===== src/rtl/mem_wb_stage_if.sv =====
// Bundle of EX/MEM inputs, data-cache request/response and MEM/WB outputs.
// slave is the stage's view; master is the view of whatever drives EX/MEM and the cache.
interface mem_wb_stage_if #(
  parameter int unsigned WORD_W = 32
);
  logic              ex_valid;
  logic              ex_dREN;
  logic              ex_dWEN;
  logic [WORD_W-1:0] ex_addr;
  logic [WORD_W-1:0] ex_store;
  logic [WORD_W-1:0] ex_lui;
  logic [WORD_W-1:0] ex_pcp4;
  logic              ex_RegWr;
  logic [1:0]        ex_MemToReg;
  logic [4:0]        ex_wsel;
  logic              ex_halt;
  logic              dhit;
  logic [WORD_W-1:0] dload;
  logic              dREN;
  logic              dWEN;
  logic [WORD_W-1:0] daddr;
  logic [WORD_W-1:0] dstore;
  logic              mem_busy;
  logic              wb_RegWr;
  logic [4:0]        wb_wsel;
  logic [WORD_W-1:0] wb_wdat;
  logic              wb_halt;
  logic              err_timeout;

  modport slave (
    input  ex_valid, ex_dREN, ex_dWEN, ex_addr, ex_store, ex_lui, ex_pcp4,
    input  ex_RegWr, ex_MemToReg, ex_wsel, ex_halt, dhit, dload,
    output dREN, dWEN, daddr, dstore, mem_busy,
    output wb_RegWr, wb_wsel, wb_wdat, wb_halt, err_timeout
  );

  modport master (
    output ex_valid, ex_dREN, ex_dWEN, ex_addr, ex_store, ex_lui, ex_pcp4,
    output ex_RegWr, ex_MemToReg, ex_wsel, ex_halt, dhit, dload,
    input  dREN, dWEN, daddr, dstore, mem_busy,
    input  wb_RegWr, wb_wsel, wb_wdat, wb_halt, err_timeout
  );
endinterface


===== src/rtl/mem_wb_stage.sv =====
// Memory-access stage with MEM/WB register: issues one cache request per memory op,
// stalls EX/MEM until dhit, and keeps sticky halt and request-timeout flags.
module mem_wb_stage #(
  parameter int unsigned WORD_W      = 32,
  parameter int unsigned TIMEOUT_CYC = 256,
  parameter int unsigned CNT_W       = 9
) (
  input logic            CLK,
  input logic            RST,
  mem_wb_stage_if.slave  bus
);

  typedef enum logic [0:0] {StIdle, StReq} state_e;

  localparam logic [CNT_W-1:0] TermCnt = CNT_W'(TIMEOUT_CYC);

  state_e            state_q, state_d;
  logic [CNT_W-1:0]  cnt_q, cnt_d;
  logic              err_q, err_d;
  logic              halt_q, halt_d;
  logic              wb_regwr_q;
  logic [4:0]        wb_wsel_q;
  logic [WORD_W-1:0] wb_wdat_q;
  logic              memop, capture, busy, dren, dwen;
  logic [WORD_W-1:0] wdat_sel;

  always_comb begin
    state_d = state_q;
    cnt_d   = cnt_q;
    err_d   = err_q;
    capture = 1'b0;
    busy    = 1'b0;
    dren    = 1'b0;
    dwen    = 1'b0;
    memop   = bus.ex_valid & (bus.ex_dREN | bus.ex_dWEN) & ~halt_q;
    unique case (state_q)
      StIdle: begin
        if (memop) begin
          busy    = 1'b1;
          state_d = StReq;
        end else begin
          capture = bus.ex_valid & ~halt_q;
        end
      end
      StReq: begin
        dren = bus.ex_dREN;
        dwen = bus.ex_dWEN;
        if (bus.dhit) begin
          // A hit on the terminal-count cycle completes the access without an error.
          capture = 1'b1;
          state_d = StIdle;
          cnt_d   = '0;
        end else begin
          busy = 1'b1;
          if (cnt_q != TermCnt) cnt_d = cnt_q + CNT_W'(1);
          if (cnt_d == TermCnt) err_d = 1'b1;
        end
      end
    endcase
    halt_d = halt_q | (bus.ex_valid & bus.ex_halt & ~busy);
  end

  always_comb begin
    unique case (bus.ex_MemToReg)
      2'd0: wdat_sel = bus.ex_addr;
      2'd1: wdat_sel = bus.dload;
      2'd2: wdat_sel = bus.ex_lui;
      2'd3: wdat_sel = bus.ex_pcp4;
    endcase
  end

  always_ff @(posedge CLK) begin
    if (RST) begin
      state_q    <= StIdle;
      cnt_q      <= '0;
      err_q      <= 1'b0;
      halt_q     <= 1'b0;
      wb_regwr_q <= 1'b0;
      wb_wsel_q  <= '0;
      wb_wdat_q  <= '0;
    end else begin
      state_q <= state_d;
      cnt_q   <= cnt_d;
      err_q   <= err_d;
      halt_q  <= halt_d;
      if (capture) begin
        wb_regwr_q <= bus.ex_RegWr & (bus.ex_wsel != 5'd0);
        wb_wsel_q  <= bus.ex_wsel;
        wb_wdat_q  <= wdat_sel;
      end else begin
        wb_regwr_q <= 1'b0;
      end
    end
  end

  assign bus.dREN        = dren;
  assign bus.dWEN        = dwen;
  assign bus.daddr       = bus.ex_addr;
  assign bus.dstore      = bus.ex_store;
  assign bus.mem_busy    = busy;
  assign bus.wb_RegWr    = wb_regwr_q;
  assign bus.wb_wsel     = wb_wsel_q;
  assign bus.wb_wdat     = wb_wdat_q;
  assign bus.wb_halt     = halt_q;
  assign bus.err_timeout = err_q;

endmodule

===== src/flat_wrapper.sv =====
// flat-port wrapper written by rule: the top's interface ports become plain ports
module mem_wb_stage_flat 
#(
  parameter int unsigned WORD_W      = 32,
  parameter int unsigned TIMEOUT_CYC = 256,
  parameter int unsigned CNT_W       = 9
)
  (CLK, RST, bus_ex_valid, bus_ex_dREN, bus_ex_dWEN, bus_ex_addr, bus_ex_store, bus_ex_lui, bus_ex_pcp4, bus_ex_RegWr, bus_ex_MemToReg, bus_ex_wsel, bus_ex_halt, bus_dhit, bus_dload, bus_dREN, bus_dWEN, bus_daddr, bus_dstore, bus_mem_busy, bus_wb_RegWr, bus_wb_wsel, bus_wb_wdat, bus_wb_halt, bus_err_timeout);
  mem_wb_stage_if #(.WORD_W(WORD_W)) bus_i ();
  input logic CLK;
  input logic RST;
  input wire logic [$bits(bus_i.ex_valid)-1:0] bus_ex_valid;
  input wire logic [$bits(bus_i.ex_dREN)-1:0] bus_ex_dREN;
  input wire logic [$bits(bus_i.ex_dWEN)-1:0] bus_ex_dWEN;
  input wire logic [$bits(bus_i.ex_addr)-1:0] bus_ex_addr;
  input wire logic [$bits(bus_i.ex_store)-1:0] bus_ex_store;
  input wire logic [$bits(bus_i.ex_lui)-1:0] bus_ex_lui;
  input wire logic [$bits(bus_i.ex_pcp4)-1:0] bus_ex_pcp4;
  input wire logic [$bits(bus_i.ex_RegWr)-1:0] bus_ex_RegWr;
  input wire logic [$bits(bus_i.ex_MemToReg)-1:0] bus_ex_MemToReg;
  input wire logic [$bits(bus_i.ex_wsel)-1:0] bus_ex_wsel;
  input wire logic [$bits(bus_i.ex_halt)-1:0] bus_ex_halt;
  input wire logic [$bits(bus_i.dhit)-1:0] bus_dhit;
  input wire logic [$bits(bus_i.dload)-1:0] bus_dload;
  output wire logic [$bits(bus_i.dREN)-1:0] bus_dREN;
  output wire logic [$bits(bus_i.dWEN)-1:0] bus_dWEN;
  output wire logic [$bits(bus_i.daddr)-1:0] bus_daddr;
  output wire logic [$bits(bus_i.dstore)-1:0] bus_dstore;
  output wire logic [$bits(bus_i.mem_busy)-1:0] bus_mem_busy;
  output wire logic [$bits(bus_i.wb_RegWr)-1:0] bus_wb_RegWr;
  output wire logic [$bits(bus_i.wb_wsel)-1:0] bus_wb_wsel;
  output wire logic [$bits(bus_i.wb_wdat)-1:0] bus_wb_wdat;
  output wire logic [$bits(bus_i.wb_halt)-1:0] bus_wb_halt;
  output wire logic [$bits(bus_i.err_timeout)-1:0] bus_err_timeout;
  assign bus_i.ex_valid = bus_ex_valid;
  assign bus_i.ex_dREN = bus_ex_dREN;
  assign bus_i.ex_dWEN = bus_ex_dWEN;
  assign bus_i.ex_addr = bus_ex_addr;
  assign bus_i.ex_store = bus_ex_store;
  assign bus_i.ex_lui = bus_ex_lui;
  assign bus_i.ex_pcp4 = bus_ex_pcp4;
  assign bus_i.ex_RegWr = bus_ex_RegWr;
  assign bus_i.ex_MemToReg = bus_ex_MemToReg;
  assign bus_i.ex_wsel = bus_ex_wsel;
  assign bus_i.ex_halt = bus_ex_halt;
  assign bus_i.dhit = bus_dhit;
  assign bus_i.dload = bus_dload;
  assign bus_dREN = bus_i.dREN;
  assign bus_dWEN = bus_i.dWEN;
  assign bus_daddr = bus_i.daddr;
  assign bus_dstore = bus_i.dstore;
  assign bus_mem_busy = bus_i.mem_busy;
  assign bus_wb_RegWr = bus_i.wb_RegWr;
  assign bus_wb_wsel = bus_i.wb_wsel;
  assign bus_wb_wdat = bus_i.wb_wdat;
  assign bus_wb_halt = bus_i.wb_halt;
  assign bus_err_timeout = bus_i.err_timeout;
  mem_wb_stage #(.WORD_W(WORD_W), .TIMEOUT_CYC(TIMEOUT_CYC), .CNT_W(CNT_W)) u_core (.CLK(CLK), .RST(RST), .bus(bus_i));
endmodule

===== config.mk =====
export PLATFORM = sky130hd
export DESIGN_NAME = mem_wb_stage_flat
export DESIGN_NICKNAME = d
export VERILOG_FILES = /design/src/rtl/mem_wb_stage_if.sv /design/src/rtl/mem_wb_stage.sv /design/src/flat_wrapper.sv
export SDC_FILE = /design/constraint.sdc
export NUM_CORES = 1
export LEC_CHECK = 0
export ABC_AREA = 1
export CAP_MARGIN = 0
export CORE_MARGIN = 2
export CORE_UTILIZATION = 30
export CTS_CLUSTER_DIAMETER = 40
export DETAILED_ROUTE_END_ITERATION = 16
export HOLD_SLACK_MARGIN = 0.02
export PLACE_DENSITY = 0.75
export SYNTH_ARGS = -nofsm -noshare
export SYNTH_HDL_FRONTEND = slang
export SYNTH_SLANG_ARGS = --single-unit

===== constraint.sdc =====
create_clock -name CLK -period 2 [get_ports CLK]
set_input_delay 0.4 -clock CLK [delete_from_list [all_inputs] [get_ports CLK]]
set_output_delay 0.4 -clock CLK [all_outputs]
set_load 0.005 [all_outputs]

==> reports/qor.csv <==
stage,metric,value,unit
cells_and_area,fillers,1113,
timing,worst_pin_slew,0.526,ns
drt,vias_per_cell,4.86,
placed_design,post-place-ws,-0.121,ns
logic_synthesis,synth_common_cells,"nand2_1, buf_4, dfxtp_1",
timing,rsz0062_at_grt,no,
timing,setup_viol,0,
run,max_cap_violations,0,
cts,numCtsBuffers,5,
placed_design,dp_hpwl,9620,um
drt,drcViolationCount,0,
logic_synthesis,ys_ff_latch,50,
hold_path,hold_depth,2,
die,core_area,11400,sq um
logic_synthesis,synth_async_sr_flop_share,0,%
cells_and_area,drive_gt1_share,16.3,%
drt,first_pass_iters,4,
critical_path,path_class,in2out,
logic_synthesis,yosys_warnings,0,
cells_and_area,nNetsFinal,796,
cts,path_clk_slew,0.07,ns
grt,grt.total_usage,18.9,%
critical_path,cp_data_arrival_time,1.49,ns
timing,slew-limit-headroom,64.9,%
pwr,power_density,549,nW/um^2
timing,finClkSkew,0.00805,ns
logic_synthesis,ys_types,31,
die,rows,39,
drt,ant_nets,0,
cts,cts-root-buf,clkbuf_16,
logic_synthesis,muxShareOfSynthArea,0,%
die,initial_core_util,30.7,%
drt,drtIter0Drc,98,
critical_path,end_kind,primary output,
timing,fmax,0.528,GHz
critical_path,reg2reg_depth,6,
cts,cts_tree,built,
cts,cts_setup_buffers,0,
grt,grt_max_degree,34,
logic_synthesis,syn_avg_cell_area,7.59,sq um
grt,globalRouteOverflowTotal,0,
die,fp.dieH,112,um
timing,fin_crit,1.89,ns
die,dieArea,12600,sq um
cells_and_area,regArea,1000,sq um
logic_synthesis,synth_edf_count,0,
logic_synthesis,syn-num-nets,639,
critical_path,cp-start-kind,primary input,
drt,vias,3705,
grt,grt_pass1_vias,4008,
cells_and_area,layout.cells.non_filler,763,
timing,fin_hold_ws,0.453,ns
cells_and_area,num_antenna_cells,0,
critical_path,cp_max_fo,2,
logic_synthesis,ys.flop_type,dfxtp_1,
timing,setup_ws,0.107,ns
cts,h-tree-depth,2,
logic_synthesis,synth_top_family_by_area,compound AO/OA/AOI/OAI gates,
cts,cts.sinks,50,
die,fp.dieW,112,um
logic_synthesis,synth_compound_area_share,29.5,%
logic_synthesis,yosys.cell_count.top_type,nand2_1,
die,num_io_pins,282,
logic_synthesis,ys_seq_area_share,28.5,%
logic_synthesis,synth_fa_ha_area_share,0.713,%
logic_synthesis,yosys.area_share.simple,19.7,%
critical_path,critPathRequiredTime,1.60,ns
cts,clk_path_buf_depth,2,
placed_design,placed_area,5450,sq um
placed_design,gp_congestion,0.845,
hold_path,hp-class,reg2reg,
cells_and_area,multi_input_area,1780,sq um
drt,wl_per_cell,15.8,um
logic_synthesis,postSynthCellCount,462,
logic_synthesis,synthXorXnorAreaFrac,0.749,%
cells_and_area,area_growth,60.0,%
cells_and_area,stdcell_area,5610,sq um
logic_synthesis,synthTopCellsByArea,"dfxtp_1, buf_4, nand2_1, a21oi_2, a41oi_2",
placed_design,dp_cells,755,
logic_synthesis,synth_top_area_share,28.5,%
grt,grt_pass1_wl,19300,um
timing,drv_slew,0,
drt,wirelength,12100,um
grt,antenna_found_initial,0,
pwr,p_leak,0.00205,uW
timing,post-route-period-util,94.6,%
logic_synthesis,syn_area,3510,sq um
logic_synthesis,synth_top_cell_by_area,dfxtp_1,
outcome,status,completed,
placed_design,port-buffer-count,217,
cts,clock_latency,0.29,ns
pwr,vdd_drop_max,0.345,mV
timing,finalHoldViolCount,0,
[state kept, by name, indices dropped and copies added (netlist names)]
name / flops
u_core.state_q: 1
u_core.bus.wb_wsel: 5
u_core.bus.wb_wdat: 32
u_core.bus.wb_halt: 1
u_core.bus.wb_RegWr: 1
u_core.cnt_q: 9
u_core.bus.err_timeout: 1
[layer usage]
metal	share of wire [%]	GRT usage [%]	vias up
met5	0	0	-
met4	2.5	6.83	0
met3	6.8	4.91	28
met2	50	34.7	145
met1	40	21.1	1720
li1	-	-	1812
[through the flow]
stage / utilization (%) / TNS (ns) / total power [uW]
detailed placement: 47.7 / -0.121 / 2130
floorplan: - / 0 / 1580
CTS: 49.2 / 0 / 3120
global route: 49.2 / 0 / 3240
global placement: 47.7 / -0.142 / 2110
finish: 49.2 / 0 / 3080
[placed cells by master, fill, tap and decap left out, drive strengths merged]
cell type      instances
inv                   25
nand2                118
nand4                  5
nand3                 12
ha                     2
clkbuf                 5
o21ai                 34
a211oi                 1
a22o                   7
a41oi                 20
clkinv                 2
a21oi                 56
buf                   22
nor2                  32
dlygate4sd2            2
clkdlybuf4s50        215
xor2                   3
o22ai                  1
o21a                   1
dfxtp                 50
nor3                   1
a311oi                 5
bufinv                 1
[worst max-delay path, stage by stage]
cell and delay [ns]:
clkdlybuf4s50_1 0.48, nand2_1 0.06, inv_1 0.07, clkdlybuf4s50_1 0.49
[kinds of logic after synthesis]
kind of cell | count (synthesis)
and+or+nand+nor | 168
xor gates and xnor gates | 3
adders and majority gates | 2
buffers and inverters | 114
DFF | 50
AOI/OAI and AO/OA | 125
[timing repair]
action	in CTS	in global routing
setup endpoints to repair	1	0
hold buffers	0	0
resized for setup	3	0
[where the power goes]
part	switching [uW]	internal, uW
sequential	44.8	1070
combinational	396	583
clock	391	593
total	832	2250
[layout make-up]
class / instances / share of cell area (%)
clock inverter: 3 / 0.780
tap: 143 / 3.19
inverter: 25 / 1.72
clock buffer: 5 / 2.23
timing repair buffer: 239 / 42.5
sequential: 50 / 17.8
multi-input combinational: 298 / 31.8
[final timing paths]
check	start	endpoint	slack, ns
setup reg to reg	u_core.state_q	u_core.bus.wb_wdat[6]	0.43
hold reg to reg	u_core.bus.err_timeout	u_core.bus.err_timeout	0.45
hold / removal	u_core.bus.err_timeout	u_core.bus.err_timeout	0.45
setup / recovery	bus_ex_dREN	bus_dREN	0.11
(Power assumes the default switching activity.)
